File: config.mk
export PLATFORM = sky130hd
export DESIGN_NAME = fp_mul_operand_seq
export DESIGN_NICKNAME = d
export VERILOG_FILES = /design/src/rtl/fp_alu_pkg.sv /design/src/rtl/fp_mul_operand_seq_sticky.sv /design/src/rtl/fp_mul_operand_seq.sv
export SDC_FILE = /design/constraint.sdc
export NUM_CORES = 1
export LEC_CHECK = 0
export ABC_AREA = 1
export CAP_MARGIN = 10
export CORE_MARGIN = 5
export CORE_UTILIZATION = 44
export DETAILED_ROUTE_END_ITERATION = 6
export GPL_ROUTABILITY_DRIVEN = 0
export PLACE_DENSITY = 0.88
export SETUP_SLACK_MARGIN = 0.5
export SYNTH_ARGS = -nofsm -noshare
export SYNTH_HDL_FRONTEND = slang
export SYNTH_SLANG_ARGS = --single-unit
File: constraint.sdc
create_clock -name clk -period 1.75 [get_ports clk]
set_input_delay 0.35 -clock clk [delete_from_list [all_inputs] [get_ports clk]]
set_output_delay 0.35 -clock clk [all_outputs]
set_load 0.03 [all_outputs]
File: src/rtl/fp_alu_pkg.sv
// Shared definitions for the FP multiplier operand sequencer: FSM encoding
// and operand byte-count constants.
package fp_alu_pkg;

  typedef enum logic [1:0] {
    LOAD_A = 2'd0,
    LOAD_B = 2'd1,
    EVAL   = 2'd2,
    HOLD   = 2'd3
  } seq_state_e;

  localparam int         BYTES_PER_OPERAND = 4;
  localparam logic [1:0] LAST_BYTE_IDX     = 2'(BYTES_PER_OPERAND - 1);

endpackage

File: src/rtl/fp_mul_operand_seq_sticky.sv
// Accumulating exception/overflow/underflow flags. A flag captured in the
// same cycle as a clear wins over the clear.
module fp_mul_operand_seq_sticky (
  input  logic       clk,
  input  logic       rst,
  input  logic       clr_i,
  input  logic       set_en_i,
  input  logic [2:0] flags_i,
  output logic [2:0] sticky_o
);

  logic [2:0] sticky_q;
  logic [2:0] sticky_d;

  always_comb begin
    sticky_d = clr_i ? 3'b000 : sticky_q;
    if (set_en_i) sticky_d = sticky_d | flags_i;
  end

  always_ff @(posedge clk) begin
    if (rst) sticky_q <= 3'b000;
    else     sticky_q <= sticky_d;
  end

  assign sticky_o = sticky_q;

endmodule

File: src/rtl/fp_mul_operand_seq.sv
// Assembles two 32-bit operands from a byte stream (A then B, MSB first),
// registers the external multiplier's product and flags, and holds them for a
// valid/ready handshake downstream.
module fp_mul_operand_seq
  import fp_alu_pkg::*;
#(
  parameter int COUNT_W = 16
) (
  input  logic               clk,
  input  logic               rst,
  input  logic [7:0]         in_data,
  input  logic               in_valid,
  output logic               in_ready,
  output logic [31:0]        a_operand,
  output logic [31:0]        b_operand,
  input  logic [31:0]        mul_result,
  input  logic               mul_exception,
  input  logic               mul_overflow,
  input  logic               mul_underflow,
  output logic [31:0]        out_result,
  output logic               out_exception,
  output logic               out_overflow,
  output logic               out_underflow,
  output logic               out_valid,
  input  logic               out_ready,
  output logic               sticky_exception,
  output logic               sticky_overflow,
  output logic               sticky_underflow,
  input  logic               clr_sticky,
  output logic [COUNT_W-1:0] op_count,
  output logic [1:0]         dbg_state_o
);

  // Handshakes: a transfer happens on a rising edge where valid and ready are
  // both high; valid never waits on ready, and data/valid stay put until taken.
  seq_state_e         state_q;
  logic [1:0]         byte_idx_q;
  logic [31:0]        a_q;
  logic [31:0]        b_q;
  logic [31:0]        res_q;
  logic [2:0]         flags_q;
  logic               out_valid_q;
  logic               in_ready_q;
  logic [COUNT_W-1:0] op_count_q;
  logic [2:0]         sticky;

  always_ff @(posedge clk) begin
    if (rst) begin
      state_q     <= LOAD_A;
      byte_idx_q  <= 2'd0;
      a_q         <= 32'd0;
      b_q         <= 32'd0;
      res_q       <= 32'd0;
      flags_q     <= 3'b000;
      out_valid_q <= 1'b0;
      in_ready_q  <= 1'b1;
      op_count_q  <= '0;
    end else begin
      case (state_q)
        LOAD_A: begin
          if (in_valid) begin
            a_q        <= {a_q[23:0], in_data};
            byte_idx_q <= byte_idx_q + 2'd1;
            if (byte_idx_q == LAST_BYTE_IDX) state_q <= LOAD_B;
          end
        end
        LOAD_B: begin
          if (in_valid) begin
            b_q        <= {b_q[23:0], in_data};
            byte_idx_q <= byte_idx_q + 2'd1;
            if (byte_idx_q == LAST_BYTE_IDX) begin
              state_q    <= EVAL;
              in_ready_q <= 1'b0;
            end
          end
        end
        EVAL: begin
          // Operands have been stable for a full cycle; the product is settled.
          res_q       <= mul_result;
          flags_q     <= {mul_exception, mul_overflow, mul_underflow};
          out_valid_q <= 1'b1;
          state_q     <= HOLD;
        end
        HOLD: begin
          if (out_ready) begin
            out_valid_q <= 1'b0;
            in_ready_q  <= 1'b1;
            op_count_q  <= op_count_q + COUNT_W'(1);
            state_q     <= LOAD_A;
          end
        end
        default: state_q <= LOAD_A;
      endcase
    end
  end

  fp_mul_operand_seq_sticky u_sticky (
    .clk      (clk),
    .rst      (rst),
    .clr_i    (clr_sticky),
    .set_en_i (state_q == EVAL),
    .flags_i  ({mul_exception, mul_overflow, mul_underflow}),
    .sticky_o (sticky)
  );

  assign in_ready         = in_ready_q;
  assign a_operand        = a_q;
  assign b_operand        = b_q;
  assign out_result       = res_q;
  assign out_exception    = flags_q[2];
  assign out_overflow     = flags_q[1];
  assign out_underflow    = flags_q[0];
  assign out_valid        = out_valid_q;
  assign sticky_exception = sticky[2];
  assign sticky_overflow  = sticky[1];
  assign sticky_underflow = sticky[0];
  assign op_count         = op_count_q;
  assign dbg_state_o      = state_q;

endmodule
==> results of run 1 <==
[cells by family (layout without fill, tap and decap cells)]
group / Yosys count / count (layout) / synth area share (%)
buf+inv: 59 / 332 / 5.42
simple gates: 284 / 284 / 24.4
flops: 124 / 124 / 54.1
fa+ha+maj: 7 / 7 / 1.91
compound gates: 129 / 129 / 14.2
other cells: 0 / 1 / 0
[power by group through the flow]
| stage | Sequential, mW | Clock (mW) | Combinational, mW |
|---|---|---|---|
| detailed placement | 4.04 | 0 | 4.87 |
| floorplan | 5.24 | 0 | 1.73 |
| global route | 4.34 | 3.49 | 7.66 |
| CTS | 4.20 | 3.28 | 5.58 |
| finish | 4.28 | 3.29 | 7.28 |
| global placement | 4.00 | 0 | 4.72 |
[metrics by stage]
step / hold WS, ns / total power, mW / std cells / util, %
6_report: 0.417 / 14.8 / 1013 / 85.8
3_5_place_dp: 0.460 / 8.91 / 885 / 63.9
4_1_cts: 0.396 / 13.1 / 975 / 77.0
2_1_floorplan: 0.429 / 6.98 / 603 / -
5_1_grt: 0.414 / 15.5 / 1013 / 85.8
3_3_place_gp: 0.439 / 8.72 / 885 / 63.9
[synth_stat cells, types with 3 or more instances]
cell / n / area, um^2
a21oi_1: 19 / 95.1
o21ai_0: 107 / 536
dfxtp_1: 124 / 2480
ha_1: 7 / 87.6
nor3_1: 3 / 15.0
nor2_1: 216 / 811
inv_1: 24 / 90.1
clkbuf_1: 12 / 45.0
buf_2: 16 / 80.1
nand3_1: 9 / 45.0
nand2_1: 47 / 176
[per-layer routing]
layer | vias up | wire length [um]
met5 | - | 0
li1 | 2462 | -
met4 | 0 | 890
met3 | 79 | 1550
met1 | 2580 | 6730
met2 | 329 | 9970
[registers in the layout, summed over array words and instances (netlist names)]
register and count:
a_operand 32, b_operand 32, byte_idx_q 2, dbg_state_o 2, flags_q 3, in_ready 1, op_count 16, out_result 32
out_valid 1, u_sticky.sticky_o 3
[worst min path at each step]
stage / slack, ns / to
3_3_place_gp: 0.44 / byte_idx_q[0]
6_report: 0.42 / out_result[26]
2_1_floorplan: 0.43 / byte_idx_q[0]
4_1_cts: 0.40 / out_result[2]
5_1_grt: 0.41 / out_result[12]
3_5_place_dp: 0.46 / flags_q[0]
[critical path, cell delays in order (launching register included)]
cell	delay (ns)
dfxtp_4	0.40
ha_4	0.20
nand2_8	0.09
nor2_4	0.16
buf_4	0.13
nand2_1	0.11
o21ai_2	0.17
a21oi_1	0.06
[cell type report]
| cell class | instances | area (um^2) |
|---|---|---|
| inverters | 27 | 131 |
| clock buffers | 18 | 418 |
| repair buffers | 271 | 2910 |
| fillers | 497 | 1450 |
| multi-input cells | 420 | 2320 |
| diodes | 1 | 2.50 |
| flip-flops and latches | 124 | 2670 |
| clock inverters | 14 | 134 |
| well taps | 136 | 170 |
| repair inverters | 2 | 22.5 |
[what timing repair did]
| item | in CTS | in global routing |
|---|---|---|
| pin swaps | 2 | 16 |
| resized for setup | 981 | 192 |
| cloned | 2 | 14 |
| buffers inserted | 56 | 23 |
| setup endpoints to repair | 231 | 215 |
==> metrics.md, run 1 <==
| Metric | Value |
|---|---|
| Core area | `10200 um^2` |
| Final worst slack | `0.332 ns` |
| H-tree depth | `4` |
| Fin Clk Skew | `0.0129 ns` |
| # Max-Cap Violations | `0` |
| GRT overflow | `0` |
| Flops & latches, synth | `124` |
| Hold path startpoint | `mul_result[26]` |
| Hold-fix buffers at CTS | `0` |
| Minimum clock period | `1.42 ns` |
| Die W | `112 um` |
| Critical Path End | `op_count[5]` |
| Syn Nets | `658` |
| Routed len/inst | `18.9 um` |
| Pre-CTS WS | `0.0797 ns` |
| Crit. End Element | `flip-flop` |
| Count of standard-cell rows | `37` |
| Reg2reg setup slack | `0.33 ns` |
| Switching power | `6.00 mW` |
| Io pins | `170` |
| Final nets | `918` |
| Post-Syn Area | `4590 um^2` |
| CTS tree | `built` |
| Slew Limit Fails | `0` |
| Clock latency on the worst-skew pair | `0.52 ns` |
| Vias/cell | `5.38` |
| Clock network fraction of total power | `22.2%` |
| RSZ-0062 raised after global routing | `yes` |
| Combinational fraction of design power | `49.0%` |
| Met3 usage | `7.82%` |
| Initial Utilization | `44.9%` |
| Final wirelength | `19100 um` |
| Setup CP Type | `flip-flop to flip-flop` |
| Clock sinks | `124` |
| Status | `finished clean` |
| 1st-pass router iterations | `5` |
| Vias in the first global route | `4907` |
| Total leakage power | `3.84 nW` |
| Worst EP required | `2.15 ns` |
| Met1 Track Usage GR | `25.7%` |
| Critical Path Start | `dbg_state_o[0]` |
| Reg2reg end | `op_count[5]` |
| Worst min path class | `input port to flip-flop` |
| Power per standard cell area | `1690 nW/um^2` |
| Most common cell after layout, fill and taps aside | `nor2_1` |
| Placed inst area | `6540 um^2` |
| CP max FO | `5` |
| Critical path data arrival time | `1.82 ns` |
| Final hold vios | `0` |
| Worst VDD drop | `1.12 mV` |
| CTS buffer count | `17` |
| Die Footprint | `12600 um^2` |
| Switching share of power | `40.4%` |
| Met2 Use GR | `41.0%` |
| Top_reg_cell synth | `dfxtp_1` |
| Relative slew margins | `70.4%` |
| Register area share after synthesis | `54.1%` |
| Hold Path Cell Cnt | `3` |
| Post-synth EDFFs | `0` |
| Worst R2R Start | `dbg_state_o[0]` |
| Antenna violations before repair | `1` |
| Sequential Power Share | `28.8%` |
| Post-DP HPWL | `9340 um` |
| Critical Path Start Type | `flip-flop` |
| IO Port Bufs | `169` |
| DRT antenna net count | `0` |
| Cells after synthesis | `603` |
| Finished Cell Area | `8780 um^2` |
| Worst reg2reg path depth | `7` |
| First-pass GRT wire length | `24000 um` |
| CTS Root Cell | `clkbuf_8` |
| Mean Syn Cell Area | `7.61 um^2` |
| Post-synthesis async set-or-reset flop share | `0%` |
| Final setup fails | `0` |
| Vias | `5450` |
| Max clock buf depth | `2` |
| Synth cell types | `24` |
| Overall Global Routing Usage | `23.5%` |
| Synth-to-Final Area Change | `91.3%` |
| GR peak layer | `met2` |
| Clock-pin slew of the registers on the worst-case setup and hold paths | `0.06 ns` |
| Worst-margin pin slew | `0.444 ns` |
| Pint | `8.85 mW` |
| Layout cell share with drive strength beyond 1 | `55.0%` |
| Pin count of the biggest net entering global routing | `67` |
| Syn. warnings | `0` |
| Die Span Y | `112 um` |
| Commonest cells after routing, fill and taps aside | `nor2_1 (178), buf_6 (124), dfxtp_2 (110)` |
| Final Cycle Share | `81.0%` |
| F_max | `705 MHz` |
| Drt first-iter violations | `474` |
| Setup_tns | `0 ns` |
| DRC viols | `0` |
No activity file was read; power rests on OpenSTA's default activity.
==> run 2, diff against run 1 <==
==> constraint.sdc (replaced) <==
create_clock -name clk -period 1.35 [get_ports clk]
set_input_delay 0.27 -clock clk [delete_from_list [all_inputs] [get_ports clk]]
set_output_delay 0.27 -clock clk [all_outputs]
set_load 0.03 [all_outputs]
==> metrics.md, run 2 <==
| Metric | Value |
|---|---|
| Antenna violations before repair | `2` |
| Cells after synthesis | `603 (unchanged)` |
| Post-DP HPWL | `9940 um (+6.4%)` |
| Die Span Y | `112 um (unchanged)` |
| Placed cell count | `911 (+2.9%)` |
| Clock sinks | `124 (unchanged)` |
| WEP type | `register data pin` |
| Post-synth top area share | `54.1% (unchanged)` |
| Count of standard-cell rows | `37 (unchanged)` |
| Post-synth top cells | `nor2_1 (216), dfxtp_1 (124), o21ai_0 (107)` |
| Register area share after synthesis | `54.1% (unchanged)` |
| Top_reg_cell synth | `dfxtp_1` |
| Syn. warnings | `0 (unchanged)` |
| Flops & latches, synth | `124 (unchanged)` |
| Io pins | `170 (unchanged)` |
| Post-synth EDFFs | `0 (unchanged)` |
| CTS Root Cell | `clkbuf_8` |
| GRT overflow | `286` |
| Die W | `112 um (unchanged)` |
| Mean Syn Cell Area | `7.61 um^2 (unchanged)` |
| Status | `stopped before the end` |
| H-tree depth | `4 (unchanged)` |
| CTS buffer count | `17 (unchanged)` |
| Post-Syn Area | `4590 um^2 (unchanged)` |
| Synth cell types | `24 (unchanged)` |
| Last stage | `5_1_grt` |
| Cell type with the largest total area after synthesis | `dfxtp_1` |
| Hold-fix buffers at CTS | `0 (unchanged)` |
| Overall Global Routing Usage | `83.0%` |
| Initial Utilization | `44.9% (unchanged)` |
| Grt repair worst endpoint | `flags_q[2]$_SDFFE_PP0P_/D` |
| Stop err | `[ERROR GRT-0232] Routing congestion too high. Check the congestion heatmap in the GUI.` |
| Most common cell in the netlist | `nor2_1` |
| Top cells by area, synth | `dfxtp_1 (54%), nor2_1 (18%), o21ai_0 (12%)` |
| Max clock buf depth | `2 (unchanged)` |
| Post-synthesis async set-or-reset flop share | `0% (unchanged)` |
| Pin count of the biggest net entering global routing | `68` |
| Syn Nets | `658 (unchanged)` |
| IO Port Bufs | `169 (unchanged)` |
-- run 2: cell counts after synthesis --
No cell type changed its count.
-- run 2: metal layers --
| metal | overflow | track usage, % |
|---|---|---|
| met1 | 0 | 79.0 |
| met2 | 211 | 102 |
| met3 | 3 | 67.3 |
| met4 | 72 | 92.1 |
| met5 | 0 | 17.3 |
-- run 2: logic make-up after synthesis --
| kind of cell | synth area share, % |
|---|---|
| simple gates | 24.4 |
| compound gates | 14.2 |
| flops | 54.1 |
| buf+inv | 5.42 |
| fa+ha+maj | 1.91 |
-- run 2: stage by stage --
step,setup TNS (ns),utilization [%],cell area (um^2),worst slack [ns]
detailed placement,-12.63,66.5,6800,-0.251
global placement,-9.76,66.5,6800,-0.196
floorplan,0,-,4760,0.0401
CTS,-0.143,84.8,8670,-0.0375
-- run 2: repair_timing --
action	in CTS
pin swaps	41
endpoints found under the setup margin	246
setup buffers	57
gates resized for setup	1042
gates cloned	5
==> run 3, diff against run 2 <==
--- a/config.mk
+++ b/config.mk
@@ -8,11 +8,10 @@
 export ABC_AREA = 1
 export CAP_MARGIN = 10
 export CORE_MARGIN = 5
-export CORE_UTILIZATION = 44
+export CORE_UTILIZATION = 30
 export DETAILED_ROUTE_END_ITERATION = 6
 export GPL_ROUTABILITY_DRIVEN = 0
-export PLACE_DENSITY = 0.88
-export SETUP_SLACK_MARGIN = 0.5
+export PLACE_DENSITY_LB_ADDON = 0.15
 export SYNTH_ARGS = -nofsm -noshare
 export SYNTH_HDL_FRONTEND = slang
 export SYNTH_SLANG_ARGS = --single-unit
==> metrics.md, run 3 (synthesis results as in run 1) <==
| Metric | Value |
|---|---|
| Fin util | `48.9%` |
| Final Cycle Share | `99.0%` |
| IO Port Bufs | `169 (unchanged)` |
| Worst reg2reg path depth | `7` |
| Power per standard cell area | `2260 nW/um^2` |
| Fin Clk Skew | `0.00664 ns` |
| Relative slew margins | `83.6%` |
| Reg2reg setup slack | `0.01 ns` |
| Met1 Track Usage GR | `17.5%` |
| Worst-margin pin slew | `0.246 ns` |
| Critical path data arrival time | `1.63 ns` |
| Overall Global Routing Usage | `15.5%` |
| Final hold vios | `0` |
| Io pins | `170 (unchanged)` |
| Vias | `4598` |
| Vias/cell | `4.57` |
| First-pass GRT wire length | `22500 um` |
| Die Footprint | `17900 um^2` |
| Reg2reg end | `dbg_state_o[0]` |
| Clock-pin slew of the registers on the worst-case setup and hold paths | `0.06 ns` |
| Hold Path Cell Cnt | `3` |
| DRT antenna net count | `0` |
| Antenna Cells | `0` |
| RSZ-0062 raised after global routing | `yes` |
| Synth-to-Final Area Change | `60.7%` |
| Final setup fails | `0` |
| DRC viols | `0` |
| Slew Limit Fails | `0` |
| Max clock buf depth | `2 (unchanged)` |
| CTS Root Cell | `clkbuf_16` |
| Antenna violations before repair | `0` |
| Initial Utilization | `30.4% (-14 points)` |
| Critical Path Start Type | `flip-flop` |
| Drt first-iter violations | `279` |
| Vias in the first global route | `4519` |
| Pin count of the biggest net entering global routing | `62` |
| Post-DP HPWL | `9670 um (-2.7%)` |
| Status | `finished clean` |
| Layout cell share with drive strength beyond 1 | `29.0%` |
| Met3 usage | `6.57%` |
| F_max | `748 MHz` |
| Crit. End Element | `flip-flop` |
| Final wirelength | `14500 um` |
| Total leakage power | `3.30 nW` |
| Die Span Y | `134 um (+19%)` |
| Hold path startpoint | `mul_result[17]` |
| GR peak layer | `met2` |
| Met2 Use GR | `26.0%` |
| Worst min path class | `input port to flip-flop` |
| Worst EP required | `1.65 ns` |
| Die W | `134 um (+19%)` |
| Setup CP Type | `flip-flop to flip-flop` |
| Count of standard-cell rows | `45 (+22%)` |
| Most common cell after layout, fill and taps aside | `nor2_1` |
| Final nets | `860` |
| Setup_tns | `0 ns` |
| Worst VDD drop | `1.34 mV` |
| CP max FO | `4` |
| Core area | `15100 um^2` |
| CTS tree | `built` |
| Commonest cells after routing, fill and taps aside | `nor2_1 (215), dfxtp_1 (117), o21ai_0 (82)` |
| H-tree depth | `4 (unchanged)` |
| Routed len/inst | `14.4 um` |
| Clock latency on the worst-skew pair | `0.41 ns` |
| # Max-Cap Violations | `0` |
| 1st-pass router iterations | `4` |
| Hold-fix buffers at CTS | `0 (unchanged)` |
| Total Power | `16.6 mW` |
| GRT overflow | `0` |
| CTS buffer count | `17 (unchanged)` |
| Worst R2R Start | `dbg_state_o[1]` |
| Minimum clock period | `1.34 ns` |
| Min-Delay Endpoint | `out_result[17]` |
| Clock sinks | `124 (unchanged)` |
-- run 3: final cells by class --
class / count / area [um^2]
Timing Repair Buffer: 215 / 1940
Clock inverter: 13 / 188
Multi-Input combinational cell: 420 / 1950
Clock buffer: 19 / 453
Tap cell: 188 / 235
Inverter: 27 / 111
Sequential cell: 124 / 2500
Fill cell: 1497 / 7710
-- run 3: what timing repair did --
item,CTS,global route
cloned,0,5
gates resized for setup,365,139
buffers inserted,0,2
pin swaps,2,6
setup endpoints to repair,122,141
-- run 3: routing by layer --
layer | routed length (um) | vias to the layer above
met4 | 202 | 0
met3 | 972 | 18
li1 | - | 2353
met2 | 7070 | 115
met1 | 6220 | 2112
met5 | 0 | -
-- run 3: worst max path at each step --
stage	start	to	slack, ns	cells past startpoint
floorplan	dbg_state_o[1]	dbg_state_o[1]	0.003	7
CTS	b_operand[7]	b_operand[7]	0.0001	1
global placement	out_ready	op_count[14]	-0.25	6
detailed placement	out_ready	op_count[12]	-0.22	7
global route	op_count[0]	op_count[14]	-0.09	7
finish	dbg_state_o[1]	dbg_state_o[0]	0.01	7
-- run 3: stage by stage --
stage	std cells	setup WS, ns	hold WS [ns]	instance area [um^2]
after detailed placement	967	-0.221	0.457	6860
after global placement	967	-0.246	0.438	6860
after CTS	999	0.000129	0.420	7450
after global routing	1006	-0.0903	0.440	7380
after floorplan	603	0.00280	0.405	4600
final	1006	0.0132	0.444	7380
-- run 3: power breakdown --
part / leakage, nW / switching [mW] / internal, mW / total, mW
Clock: 0.306 / 1.69 / 3.20 / 4.89
Sequential: 1.02 / 0.557 / 4.57 / 5.13
Combinational: 1.98 / 4.07 / 2.56 / 6.63
-- run 3: worst max-delay path, stage by stage (launching register included) --
cell	delay (ns)
dfxtp_4	0.37
inv_2	0.06
ha_2	0.19
or2_2	0.29
nand2_1	0.07
nand2_2	0.08
nor3_2	0.11
nor2_1	0.07
